===== src/rtl/iiitb_r2_4bit_bm.sv =====
// iiitb_r2_4bit_bm: sequential radix-2 Booth multiplier, signed operands.
// One Booth step per clock; the product is final WIDTH edges after the load edge.
// Optional feature macro: BM_DONE_EN adds a 1-bit 'done' output that flags a finished product.
module iiitb_r2_4bit_bm #(
    parameter int WIDTH = 4
) (
    input  logic               clk,
    input  logic               reset,
    input  logic               load,
    input  logic [WIDTH-1:0]   M,
    input  logic [WIDTH-1:0]   Q,
`ifdef BM_DONE_EN
    output logic               done,
`endif
    output logic [2*WIDTH-1:0] P
);

    localparam int CW = $clog2(WIDTH + 1);

    // Datapath state; these names are probed from outside, so they keep their plain names.
    logic [WIDTH-1:0] M_temp;
    logic [WIDTH-1:0] Q_temp;
    logic             Q_minus_one;
    logic [WIDTH:0]   A;
    logic [CW-1:0]    count;

    logic [WIDTH:0]   w_mext;
    logic [WIDTH:0]   w_acc;
    logic [WIDTH:0]   w_a_nxt;
    logic [WIDTH-1:0] w_q_nxt;
    logic             w_qm1_nxt;

    // One Booth step: add/subtract the sign-extended multiplicand, then shift the
    // {A, Q_temp, Q_minus_one} chain right arithmetically by one.
    always_comb begin
        w_mext = {M_temp[WIDTH-1], M_temp};
        w_acc  = A;
        case ({Q_temp[0], Q_minus_one})
            2'b01:   w_acc = A + w_mext;
            2'b10:   w_acc = A - w_mext;
            default: w_acc = A;
        endcase
        w_a_nxt   = {w_acc[WIDTH], w_acc[WIDTH:1]};
        w_q_nxt   = {w_acc[0], Q_temp[WIDTH-1:1]};
        w_qm1_nxt = Q_temp[0];
    end

    // Reset clears everything, load (re)starts a multiply, otherwise step until count hits 0.
    always_ff @(posedge clk) begin
        if (!reset) begin
            M_temp      <= '0;
            Q_temp      <= '0;
            Q_minus_one <= 1'b0;
            A           <= '0;
            count       <= '0;
        end else if (load) begin
            M_temp      <= M;
            Q_temp      <= Q;
            Q_minus_one <= 1'b0;
            A           <= '0;
            count       <= CW'(WIDTH);
        end else if (count != '0) begin
            A           <= w_a_nxt;
            Q_temp      <= w_q_nxt;
            Q_minus_one <= w_qm1_nxt;
            count       <= count - 1'b1;
        end
    end

    assign P = {A[WIDTH-1:0], Q_temp};

`ifdef BM_DONE_EN
    logic r_done;

    // done rises on the final step edge and holds until the next load or reset.
    always_ff @(posedge clk) begin
        if (!reset) begin
            r_done <= 1'b0;
        end else if (load) begin
            r_done <= 1'b0;
        end else if (count != '0) begin
            r_done <= (count == CW'(1));
        end
    end

    assign done = r_done;
`endif

endmodule


===== config.mk =====
export PLATFORM = sky130hd
export DESIGN_NAME = iiitb_r2_4bit_bm
export DESIGN_NICKNAME = d
export VERILOG_FILES = /design/src/rtl/iiitb_r2_4bit_bm.sv
export SDC_FILE = /design/constraint.sdc
export NUM_CORES = 1
export LEC_CHECK = 0
export ABC_AREA = 1
export BUFFER_PORTS_ARGS = -buffer_cell sky130_fd_sc_hd__buf_2
export CAP_MARGIN = 20
export CELL_PAD_IN_SITES_DETAIL_PLACEMENT = 0
export CELL_PAD_IN_SITES_GLOBAL_PLACEMENT = 2
export CORE_MARGIN = 1.5
export CORE_UTILIZATION = 32
export CTS_BUF_LIST = sky130_fd_sc_hd__clkbuf_4 sky130_fd_sc_hd__clkbuf_8
export CTS_CLUSTER_SIZE = 12
export DETAILED_ROUTE_END_ITERATION = 10
export PLACE_DENSITY = 0.81
export RECOVER_POWER = 25
export SLEW_MARGIN = 20
export SYNTH_ARGS = -nofsm -noshare
export SYNTH_HDL_FRONTEND = slang
export SYNTH_SLANG_ARGS = --single-unit
export TNS_END_PERCENT = 20

===== constraint.sdc =====
create_clock -name clk -period 2.4 [get_ports clk]
set_input_delay 0 -clock clk [delete_from_list [all_inputs] [get_ports clk]]
set_output_delay 0 -clock clk [all_outputs]
set_load 0.05 [all_outputs]

==> results of run 1 <==
-- cell usage after synthesis --
master	count
nand2_1	26
inv_1	20
dfxtp_1	16
nor2_1	15
a21oi_1	13
o21ai_0	12
ha_1	8
a31oi_1	4
nand3b_1	4
nor2_4	4
a22oi_1	2
nand3_1	2
xor2_1	2
a211oi_1	1
buf_2	1
bufbuf_16	1
fa_1	1
inv_2	1
nand4_1	1
nor2_2	1
o21bai_1	1
-- per-layer routing --
metal  wire length [um]  share of wire (%)  global-route usage (%)
met2                897                 44                    20.5
met3                 90                4.4                    1.97
met5                  0                  0                       0
met4                 14               0.69                    4.87
met1               1030                 51                    17.7
-- cell families after synthesis --
family                     Yosys count
and+or+nand+nor                     53
AOI/OAI and AO/OA                   33
buffers and inverters               23
DFF                                 16
adders and majority gates            9
xor gates and xnor gates             2
-- flip-flops by register name, summed over array words and instances, names as in the netlist --
register and cells:
Q_temp 4, M_temp 4, count 3, A 4, Q_minus_one 1
-- layout make-up --
| type | count | area (um^2) |
|---|---|---|
| Inverter | 21 | 78.8 |
| Fill cell | 317 | 1830 |
| Tap cell | 44 | 55.1 |
| Timing Repair Buffer | 25 | 154 |
| Clock buffer | 3 | 22.5 |
| Sequential cell | 16 | 320 |
| Multi-Input combinational cell | 97 | 569 |
-- critical path, stage by stage (launching register included) --
cell and delay (ns):
dfxtp_1 0.35, ha_1 0.28, a31oi_1 0.19, xor2_1 0.16
inv_1 0.05, ha_1 0.33, nand2_1 0.08, nand2_1 0.06
nor2_1 0.14, nand2_1 0.08, nand2_1 0.06, nor2_1 0.03
nor2_1 0.08, nor2_1 0.05
-- worst max-delay path by stage --
stage | end | slack, ns
after detailed placement | A[3] | 0.38
after floorplan | A[3] | 0.22
final | A[3] | 0.38
after global routing | A[3] | 0.17
after global placement | A[3] | 0.42
after CTS | A[3] | 0.36
-- power by group through the flow --
stage	clock network (mW)	registers (mW)	logic (mW)
after floorplan	0	0.333	0.167
after CTS	0.147	0.300	0.242
final	0.140	0.299	0.238
after global routing	0.159	0.303	0.270
after detailed placement	0	0.306	0.232
after global placement	0	0.306	0.230
-- per-stage QoR --
| step | setup WS (ns) | area [um^2] | utilization, % |
|---|---|---|---|
| floorplan | 0.221 | 1010 | - |
| global route | 0.172 | 1200 | 39.6 |
| detailed placement | 0.382 | 1110 | 36.8 |
| finish | 0.378 | 1200 | 39.6 |
| CTS | 0.357 | 1210 | 39.8 |
| global placement | 0.421 | 1110 | 36.8 |
==> impl_results.md, run 1 <==
* Share of cells above drive strength 1 at 13.6%
* Core area at approximately 3000 um^2
* CP endpoint kind: register
* Drt drc at 0
* Pleak at 0.544 nW
* FMAX at 495 MHz
* Final Routed Wirelength at 2040 um
* I/O Pins at 19
* Final Non-Filler Cells at 206
* H-Tree Depth at 1
* Final ANT Viol Nets at 0
* Worst reg2reg setup slack at ~0.38 ns
* Mux cell area share after synthesis at 0%
* Initial antenna violation count at 0
* Simple-gate share of the synthesized area at 25.0%
* DRT iter0 DRCs at 31
* Status: finished, final reports clean
* Via count at 913
* CTS Buf Count at 3
* Final hold slack at 0.00760 ns
* RSZ-0062 raised after global routing: false
* R2R Path End: A[3]
* Maximum vdd drop at approximately 230 uV
* Worst hold path type: input pin to register
* HPWL Detailed at 1600 um
* Critical Path RT at 2.59 ns
* Commonest non-fill, non-tap cells in the layout: 26 x nand2_1, 20 x inv_1, 16 x dfxtp_1
* Die height at between 50 and 60 um
* Row count at 20
* Hold Vio Cnt, Final at 0
* Pwr per Cell Area at approximately 560 nW/um^2
* Crit path DAT at roughly 2.2 ns
* Comb pwr share at 35.1%
* FF-to-FF path depth at 13
* Post-Synth Adder-Cell Area at between 10% and 20%
* Crit Path Category: register to register
* Final setup vio count at 0
* Clock Power Share at 20.7%
* # clock sinks at 16
* NetSw at 0.249 mW
* Worst r2r src: Q_temp[0]
* Syn nets at between 150 and 200
* Synth top area share at 31.8%
* Post-synth top area cell: dfxtp_1
* Synth-to-Final Area Change at 19.3%
* CTS Buffer Depth at 2
* Placed Instances at just under 200
* Clock Latency Late Sink at 0.28 ns
* Min cycle time layout at approximately 2.0 ns
* Sw frac at a little under two fifths
* DR WL/cell at 9.88 um
* First-pass GRT wire length at 3460 um
* Xor-xnor portion of the synthesized cell area at 1.74%
* Largest net degree at the start of global routing at 11
* Area of the mapped netlist at 1010 um^2
* Clk_skew at 0.00310 ns
* Postcts setup bufs at 0
* Netlist cell types at 21
* Grt ovf at 0
* Buffers on Ports at 18
* Nets at 184
* Tot Pwr at 0.678 mW
* Hold Startpoint: M[1]
* Tot GR Track Use at 12.9%
* Worst-margin pin slew at 0.598 ns
* Vias in the first global route at 802
* Post-DR vias/cell at around 4.4
* Crit Path Max Fanout at 7
* Setup TNS at 0 ns
* #FFs+latches synth at 16
* Commonest non-fill, non-tap cell in the layout: nand2_1
* Die width at 59.1 um
* Largest family of logic cells by synthesized area: simple AND/OR/NAND/NOR gates
* Mapped Cells at 136
* CTS root buffer: clkbuf_4
* Synthesized area per cell at 7.40 um^2
* GPL Wtd Cong at roughly 0.70
* Leading post-synthesis cells by cell area: dfxtp_1 32%, ha_1 10%, nand2_1 9.7%
* P_int at 0.429 mW
* First-pass DRT Iterations at 4
* TritonCTS clock tree: done
* Die ar. at 3490 um^2
* Antenna diodes at 0
* Register area share after synthesis at roughly a third
* Worst Hold Depth at 3
* Sink of the worst hold path: M_temp[1]
* Max cap viols at 0
* Final cycle utilization of the critical path at roughly 84%
* Reg clk slew, reported paths at 0.09 ns
* Seq pwr share at 44.2%
* PostCTS Resize Cnt at 0
* Compound-gate portion of the synthesized area at approximately 18%
* Worst setup SP type: register
* Slew headroom at 60.3%
* Worst Setup SP: Q_temp[0]
* Post-CTS Hold Fix Bufs at 7
* Initial cell density of the core at 33.2%
* Yosys warns at 0
* Max Slew Vio Count at 0
(Power assumes the default switching activity.)
==> run 2: changes to the inputs <==
--- a/config.mk
+++ b/config.mk
@@ -11,11 +11,11 @@
 export CELL_PAD_IN_SITES_DETAIL_PLACEMENT = 0
 export CELL_PAD_IN_SITES_GLOBAL_PLACEMENT = 2
 export CORE_MARGIN = 1.5
-export CORE_UTILIZATION = 32
+export CORE_UTILIZATION = 28
 export CTS_BUF_LIST = sky130_fd_sc_hd__clkbuf_4 sky130_fd_sc_hd__clkbuf_8
 export CTS_CLUSTER_SIZE = 12
 export DETAILED_ROUTE_END_ITERATION = 10
-export PLACE_DENSITY = 0.81
+export PLACE_DENSITY = 0.75
 export RECOVER_POWER = 25
 export SLEW_MARGIN = 20
 export SYNTH_ARGS = -nofsm -noshare
==> constraint.sdc (replaced) <==
create_clock -name clk -period 1.7 [get_ports clk]
set_input_delay 0 -clock clk [delete_from_list [all_inputs] [get_ports clk]]
set_output_delay 0 -clock clk [all_outputs]
set_load 0.05 [all_outputs]
==> run 2 against run 1 <==
The flow now finishes with violations (negative setup slack). Sequential power grew 41%. Critical path type unchanged. Largest power group unchanged. Setup slack worse by 0.50 ns. Wire length is 2.3% higher. Count of clock-buffer cells in the layout rose by 1. Largest cell class unchanged. Sequential cell count unchanged. Design area grew 13%. Die area grew 14%.
==> impl_results.md, run 2 (synthesized netlist as in run 1, its figures left out) <==
* Sink of the worst hold path: M_temp[1] (unchanged)
* Antenna diodes at 0 (unchanged)
* HPWL Detailed at 1680 um (was 1600 um)
* Largest net degree at the start of global routing at 11 (unchanged)
* Clock Power Share at 21.6% (was 20.7%)
* Min cycle time layout at 1.82 ns (was 2.02 ns)
* TritonCTS clock tree: done (unchanged)
* DRT iter0 DRCs at 4 (was 31)
* Final Routed Wirelength at 2080 um (was 2040 um)
* CP top delay family: simple AND/OR/NAND/NOR gates (was adder cells)
* NetSw at 0.365 mW (was 0.249 mW)
* Maximum vdd drop at 383 uV (was 232 uV)
* Pwr per Cell Area at 769 nW/um^2 (was 565 nW/um^2)
* Tot Pwr at 1.04 mW (was 0.678 mW)
* Setup ws final at -0.117 ns (was 0.378 ns)
* Final setup vio count at 4 (was 0)
* Most frequent CP cell: nor2_1
* Final hold slack at 0.00801 ns (was 0.00760 ns)
* Max stage delay on crit path at 0.36 ns (was 0.35 ns)
* Worst-margin pin slew at 0.591 ns (was 0.598 ns)
* RSZ-0062 raised after global routing: true (was false)
* First-pass GRT wire length at 3650 um (was 3460 um)
* CP endpoint kind: register (unchanged)
* Sw frac at 35.1% (was 36.8%)
* Max Slew Vio Count at 0 (unchanged)
* P_int at 0.675 mW (was 0.429 mW)
* Slowest stage cell, crit path: dfxtp_4 (was dfxtp_1)
* Die height at 62.9 um (was 59.1 um)
* I/O Pins at 19 (unchanged)
* Critical Path RT at 1.92 ns (was 2.59 ns)
* Placed Instances at 208 (was 196)
* Die width at 62.9 um (was 59.1 um)
* Initial cell density of the core at 29.7% (was 33.2%)
* WP depth at 13 (unchanged)
* Slew headroom at 60.7% (was 60.3%)
* FF-to-FF path depth at 13 (unchanged)
* Die ar. at 3960 um^2 (was 3490 um^2)
* Final Non-Filler Cells at 220 (was 206)
* Hold Startpoint: M[1] (unchanged)
* Nets at 195 (was 184)
* Seq pwr share at 40.7% (was 44.2%)
* Commonest non-fill, non-tap cell in the layout: nand2_1 (unchanged)
* Setup TNS at -0.248 ns (was 0 ns)
* FMAX at 550 MHz (was 495 MHz)
* Tot GR Track Use at 11.3% (was 12.9%)
* Worst reg2reg setup slack at -0.12 ns (was 0.38 ns)
* DR WL/cell at 9.46 um (was 9.88 um)
* Core area at 3390 um^2 (was 3030 um^2)
* Worst r2r src: Q_temp[0] (unchanged)
* Vias in the first global route at 912 (was 802)
* Failing checks: negative setup slack
* CTS Buffer Depth at 2 (unchanged)
* Grt ovf at 0 (unchanged)
* Worst setup SP type: register (unchanged)
* Row count at 21 (was 20)
* CTS Buf Count at 3 (unchanged)
* Worst hold path type: input pin to register (unchanged)
* GPL Wtd Cong at 0.765 (was 0.702)
* Status: finished, violations left (was finished, final reports clean)
* FILL cells at 360 (was 317)
* Hold Vio Cnt, Final at 0 (unchanged)
* Final ANT Viol Nets at 0 (unchanged)
* CTS root buffer: clkbuf_4 (unchanged)
* Buf+Inv Stages, Crit Path at 1 (unchanged)
* # clock sinks at 16 (unchanged)
* Largest registers: A: 4 flops, M_temp: 4 flops, Q_temp: 4 flops (unchanged)
* Worst Hold Depth at 3 (unchanged)
* Commonest non-fill, non-tap cells in the layout: 25 x nand2_1, 19 x inv_1, 15 x nor2_1, 15 x buf_2, 13 x a21oi_1 (was 26 x nand2_1, 20 x inv_1, 16 x dfxtp_1)
* Final cycle utilization of the critical path at 107% (was 84.3%)
* Reg clk slew, reported paths at 0.10 ns (was 0.09 ns)
* Drt drc at 0 (unchanged)
* Synth-to-Final Area Change at 34.6% (was 19.3%)
* Initial antenna violation count at 0 (unchanged)
* H-Tree Depth at 1 (unchanged)
* First-pass DRT Iterations at 2 (was 4)
* Share of cells above drive strength 1 at 27.0% (was 13.6%)
* Clock Latency Late Sink at 0.28 ns (about the same)
* Pleak at 0.609 nW (was 0.544 nW)
* Comb pwr share at 37.8% (was 35.1%)
* Clk_skew at 0.00639 ns (was 0.00310 ns)
* Post-DR vias/cell at 4.35 (was 4.43)
* Via count at 956 (was 913)
* Max cap viols at 0 (unchanged)
* Crit Path Max Fanout at 6 (was 7)
* Buffers on Ports at 18 (unchanged)
* Crit path DAT at 2.04 ns (was 2.21 ns)
* R2R Path End: A[3] (unchanged)
* CP Cell Sequence: ha_4, a31oi_4, xor2_1, inv_1, ha_4, nand2_1, nor2_1, nor2_1, nand2_1, nand2_1, nor2_1, nor2_1, nor2_1 (was ha_1, a31oi_1, xor2_1, inv_1, ha_1, nand2_1, nand2_1, nor2_1, nand2_1, nand2_1, nor2_1, nor2_1, nor2_1)
* Crit Path Category: register to register (unchanged)
* Fin util at 39.9% (was 39.6%)
## run 2: cell types whose count changed in the layout (fill, tap and decap cells not counted), sizes merged
cell         previous run  this run
dlygate4sd3             7         8
clkbuf                  8         7
buf                    13        25
## run 2: worst max path at each step
stage | startpoint | end | slack, ns
2_1_floorplan | Q_temp[0] | A[3] | -0.09
3_3_place_gp | M_temp[0] | A[1] | -0.18
3_5_place_dp | M_temp[0] | A[3] | -0.18
4_1_cts | M_temp[0] | A[3] | -0.15
5_1_grt | Q_minus_one | A[3] | -0.26
6_report | Q_temp[0] | A[3] | -0.12
## run 2: what timing repair did
item                                   4_1_cts  5_1_grt
setup endpoints to repair                    4        4
hold buffers                                 8        0
endpoints found under the hold margin        7        0
buffers inserted                             0        0
resized for setup                            7        2
pin swaps                                    9        5
## run 2: layout make-up
type / instances / area, um^2 / share of cell area, %
inverters: 21 / 78.8 / 5.82
clock buffers: 4 / 30.0 / 2.22
repair buffers: 36 / 241 / 17.8
well taps: 46 / 57.6 / 4.25
flip-flops and latches: 16 / 329 / 24.3
multi-input cells: 97 / 617 / 45.6
## run 2: worst register-to-register path, delay by kind of cell (launching register included)
kind / cells / cell delay, ns
and+or+nand+nor: 8 / 0.53
adders and majority gates: 2 / 0.47
DFF: 1 / 0.36
xor gates and xnor gates: 1 / 0.16
AOI/OAI and AO/OA: 1 / 0.14
buffers and inverters: 1 / 0.09
## run 2: power by group through the flow
stage | logic (mW) | registers [mW] | clock network (mW)
global placement | 0.372 | 0.431 | 0
finish | 0.393 | 0.423 | 0.224
CTS | 0.400 | 0.424 | 0.239
detailed placement | 0.372 | 0.431 | 0
floorplan | 0.246 | 0.472 | 0
global route | 0.441 | 0.428 | 0.263
## run 2: metrics by stage
stage | setup slack [ns] | cell area [um^2]
2_1_floorplan | -0.0881 | 1040
3_3_place_gp | -0.184 | 1220
3_5_place_dp | -0.176 | 1220
4_1_cts | -0.149 | 1360
5_1_grt | -0.257 | 1350
6_report | -0.117 | 1350
## run 2: layer usage
| layer | GRT usage [%] | routed length, um | vias up |
|---|---|---|---|
| met3 | 2.34 | 52 | 2 |
| li1 | - | - | 522 |
| met1 | 13.1 | 983 | 421 |
| met2 | 20.7 | 1030 | 11 |
| met5 | 0 | 0 | - |
| met4 | 3.33 | 12 | 0 |
==> run 3: changes to the inputs <==
--- a/config.mk
+++ b/config.mk
@@ -13,7 +13,7 @@
 export CORE_MARGIN = 1.5
 export CORE_UTILIZATION = 28
 export CTS_BUF_LIST = sky130_fd_sc_hd__clkbuf_4 sky130_fd_sc_hd__clkbuf_8
-export CTS_CLUSTER_SIZE = 12
+export CTS_CLUSTER_SIZE = 8
 export DETAILED_ROUTE_END_ITERATION = 10
 export PLACE_DENSITY = 0.75
 export RECOVER_POWER = 25
==> constraint.sdc (replaced) <==
create_clock -name clk -period 1.5 [get_ports clk]
set_input_delay 0 -clock clk [delete_from_list [all_inputs] [get_ports clk]]
set_output_delay 0 -clock clk [all_outputs]
set_load 0.05 [all_outputs]
==> run 3 against run 2 <==
The flow finishes with violations (negative hold slack, negative setup slack). Combinational power grew 32%. Design area up 6.9%. Sequential cell count unchanged. Count of clock-buffer cells in the layout unchanged. Setup slack lost 0.28 ns. Register-to-register slack got worse by 0.28 ns. Core utilization rose by 2.8 points. Clock power is 30% higher. Global-route usage up 0.39 points. Critical path depth grew 1. First-iteration DRC count grew to 6.5 times the previous value. Power up 24%. Critical path type unchanged. Critical endpoint unchanged.
==> impl_results.md, run 3 (synthesized netlist as in run 1, its figures left out) <==
* Status: finished, violations left (unchanged)
* Failing checks: negative hold slack, negative setup slack (was negative setup slack)
* Nets at 203 (was 195)
* Setup TNS at -1.15 ns (was -0.248 ns)
* TritonCTS clock tree: done (unchanged)
* Hold Vio Cnt, Final at 1 (was 0)
* Final ANT Viol Nets at 0 (unchanged)
* CTS Buffer Depth at 2 (unchanged)
* Clock Latency Late Sink at 0.29 ns (was 0.28 ns)
* Die ar. at 3960 um^2 (unchanged)
* Min cycle time layout at 1.89 ns (was 1.82 ns)
* Synth-to-Final Area Change at 43.9% (was 34.6%)
* Worst hold path type: input pin to register (unchanged)
* Comb pwr share at 40.3% (was 37.8%)
* Clk_skew at 0.00243 ns (was 0.00639 ns)
* CTS root buffer: clkbuf_4 (unchanged)
* Final setup vio count at 4 (unchanged)
* GPL Wtd Cong at 0.734 (was 0.765)
* CP top delay family: adder cells (was simple AND/OR/NAND/NOR gates)
* Initial cell density of the core at 29.7% (unchanged)
* Critical Path RT at 1.70 ns (was 1.92 ns)
* Buf+Inv Stages, Crit Path at 3 (was 1)
* Pwr per Cell Area at 889 nW/um^2 (was 769 nW/um^2)
* Share of cells above drive strength 1 at 37.9% (was 27.0%)
* # clock sinks at 16 (unchanged)
* Post-DR vias/cell at 4.25 (was 4.35)
* I/O Pins at 19 (unchanged)
* Grt ovf at 0 (unchanged)
* Commonest non-fill, non-tap cells in the layout: 23 x nand2_1, 19 x inv_1, 19 x buf_4 (was 25 x nand2_1, 19 x inv_1, 15 x nor2_1, 15 x buf_2, 13 x a21oi_1)
* First-pass DRT Iterations at 4 (was 2)
* CP endpoint kind: register (unchanged)
* Final Routed Wirelength at 2230 um (was 2080 um)
* NetSw at 0.449 mW (was 0.365 mW)
* Worst-margin pin slew at 0.248 ns (was 0.591 ns)
* Slew headroom at 83.5% (was 60.7%)
* Max Slew Vio Count at 0 (unchanged)
* Sw frac at 34.9% (was 35.1%)
* Drt drc at 0 (unchanged)
* CP Cell Sequence: inv_2, ha_4, a31oi_4, xor2_1, inv_1, ha_4, nand2_2, nor2_2, nor2_2, buf_4, nor2_2, nor2_1, nor2_1, nor2_1 (was ha_4, a31oi_4, xor2_1, inv_1, ha_4, nand2_1, nor2_1, nor2_1, nand2_1, nand2_1, nor2_1, nor2_1, nor2_1)
* Die width at 62.9 um (unchanged)
* Crit Path Category: register to register (unchanged)
* Max stage delay on crit path at 0.33 ns (was 0.36 ns)
* Clock Power Share at 22.7% (was 21.6%)
* Final hold slack at -0.00335 ns (was 0.00801 ns)
* FMAX at 528 MHz (was 550 MHz)
* Seq pwr share at 37.0% (was 40.7%)
* Commonest non-fill, non-tap cell in the layout: nand2_1 (unchanged)
* Via count at 968 (was 956)
* Worst setup SP type: register (unchanged)
* Maximum vdd drop at 388 uV (was 383 uV)
* Die height at 62.9 um (unchanged)
* CTS Buf Count at 3 (unchanged)
* Largest net degree at the start of global routing at 11 (unchanged)
* Setup ws final at -0.393 ns (was -0.117 ns)
* Reg clk slew, reported paths at 0.10 ns (about the same)
* Buffers on Ports at 18 (unchanged)
* Initial antenna violation count at 0 (unchanged)
* Max cap viols at 0 (unchanged)
* RSZ-0062 raised after global routing: true (unchanged)
* Largest registers: A: 4 flops, M_temp: 4 flops, Q_temp: 4 flops (unchanged)
* DR WL/cell at 9.76 um (was 9.46 um)
* H-Tree Depth at 1 (unchanged)
* Antenna diodes at 0 (unchanged)
* HPWL Detailed at 1690 um (was 1680 um)
* FILL cells at 338 (was 360)
* Multi-input logic area at 642 um^2 (was 617 um^2)
* Pleak at 0.666 nW (was 0.609 nW)
* DRT iter0 DRCs at 26 (was 4)
* Crit path DAT at 2.09 ns (was 2.04 ns)
* P_int at 0.837 mW (was 0.675 mW)
* FF/Latch Area at 330 um^2 (was 329 um^2)
* Row count at 21 (unchanged)
* Slowest stage cell, crit path: dfxtp_2 (was dfxtp_4)
* Vias in the first global route at 900 (was 912)
* Crit Path Max Fanout at 5 (was 6)
* Tot GR Track Use at 11.7% (was 11.3%)
* First-pass GRT wire length at 3770 um (was 3650 um)
* Core area at 3390 um^2 (unchanged)
* Final cycle utilization of the critical path at 126% (was 107%)
run 3: cell count changes in the layout (fill, tap and decap cells not counted), moves of 2 or more:
cell / delta
buf_2: +3
buf_4: +9
clkbuf_1: -3
nand2_1: -2
nand2_2: +2
nor2_1: -5
nor2_2: +5
run 3: worst paths after layout:
| path | startpoint | to | slack, ns | depth (start not counted) |
|---|---|---|---|---|
| max reg2reg | Q_minus_one | A[3] | -0.39 | 14 |
| min reg2reg | count[0] | count[0] | 0.47 | 1 |
| max | Q_minus_one | A[3] | -0.39 | 14 |
| min | M[0] | M_temp[0] | -0.003 | 3 |
run 3: layer usage:
layer / track usage, % / routed length (um)
met3: 2.34 / 65
met5: 0 / 0
met4: 4.17 / 19
met1: 13.7 / 1020
met2: 21.0 / 1120
run 3: through the flow:
step / setup WS [ns] / std cells / area [um^2] / util (%) / power, mW
detailed placement: -0.397 / 212 / 1250 / 37.0 / 0.919
global route: -0.503 / 228 / 1450 / 42.7 / 1.39
global placement: -0.388 / 212 / 1250 / 37.0 / 0.920
finish: -0.393 / 228 / 1450 / 42.7 / 1.29
CTS: -0.316 / 223 / 1370 / 40.4 / 1.24
floorplan: -0.288 / 136 / 1040 / - / 0.813
run 3: area by class of cell:
class	instances	share of cell area, %
inverter	21	5.45
timing repair buffer	44	20.9
sequential	16	22.8
clock buffer	4	2.51
multi-input combinational	97	44.3
tap	46	3.98
run 3: power by group through the flow:
stage	Combinational [mW]	Sequential, mW	Clock [mW]
6_report	0.518	0.476	0.292
5_1_grt	0.577	0.480	0.329
4_1_cts	0.455	0.477	0.309
3_3_place_gp	0.436	0.484	0
3_5_place_dp	0.434	0.486	0
2_1_floorplan	0.278	0.535	0
run 3: worst register-to-register path, cell delays in order, from the launching register on:
cell and delay (ns):
dfxtp_2 0.33, inv_2 0.04, ha_4 0.17, a31oi_4 0.14, xor2_1 0.16, inv_1 0.09
ha_4 0.30, nand2_2 0.05, nor2_2 0.11, nor2_2 0.05, buf_4 0.12, nor2_2 0.07
nor2_1 0.04, nor2_1 0.09, nor2_1 0.04
run 3: what timing repair did:
action,4_1_cts,5_1_grt
resized for setup,7,12
pin swaps,6,12
setup endpoints to repair,4,8
endpoints found under the hold margin,7,0
hold buffers,7,0
setup buffers,0,5
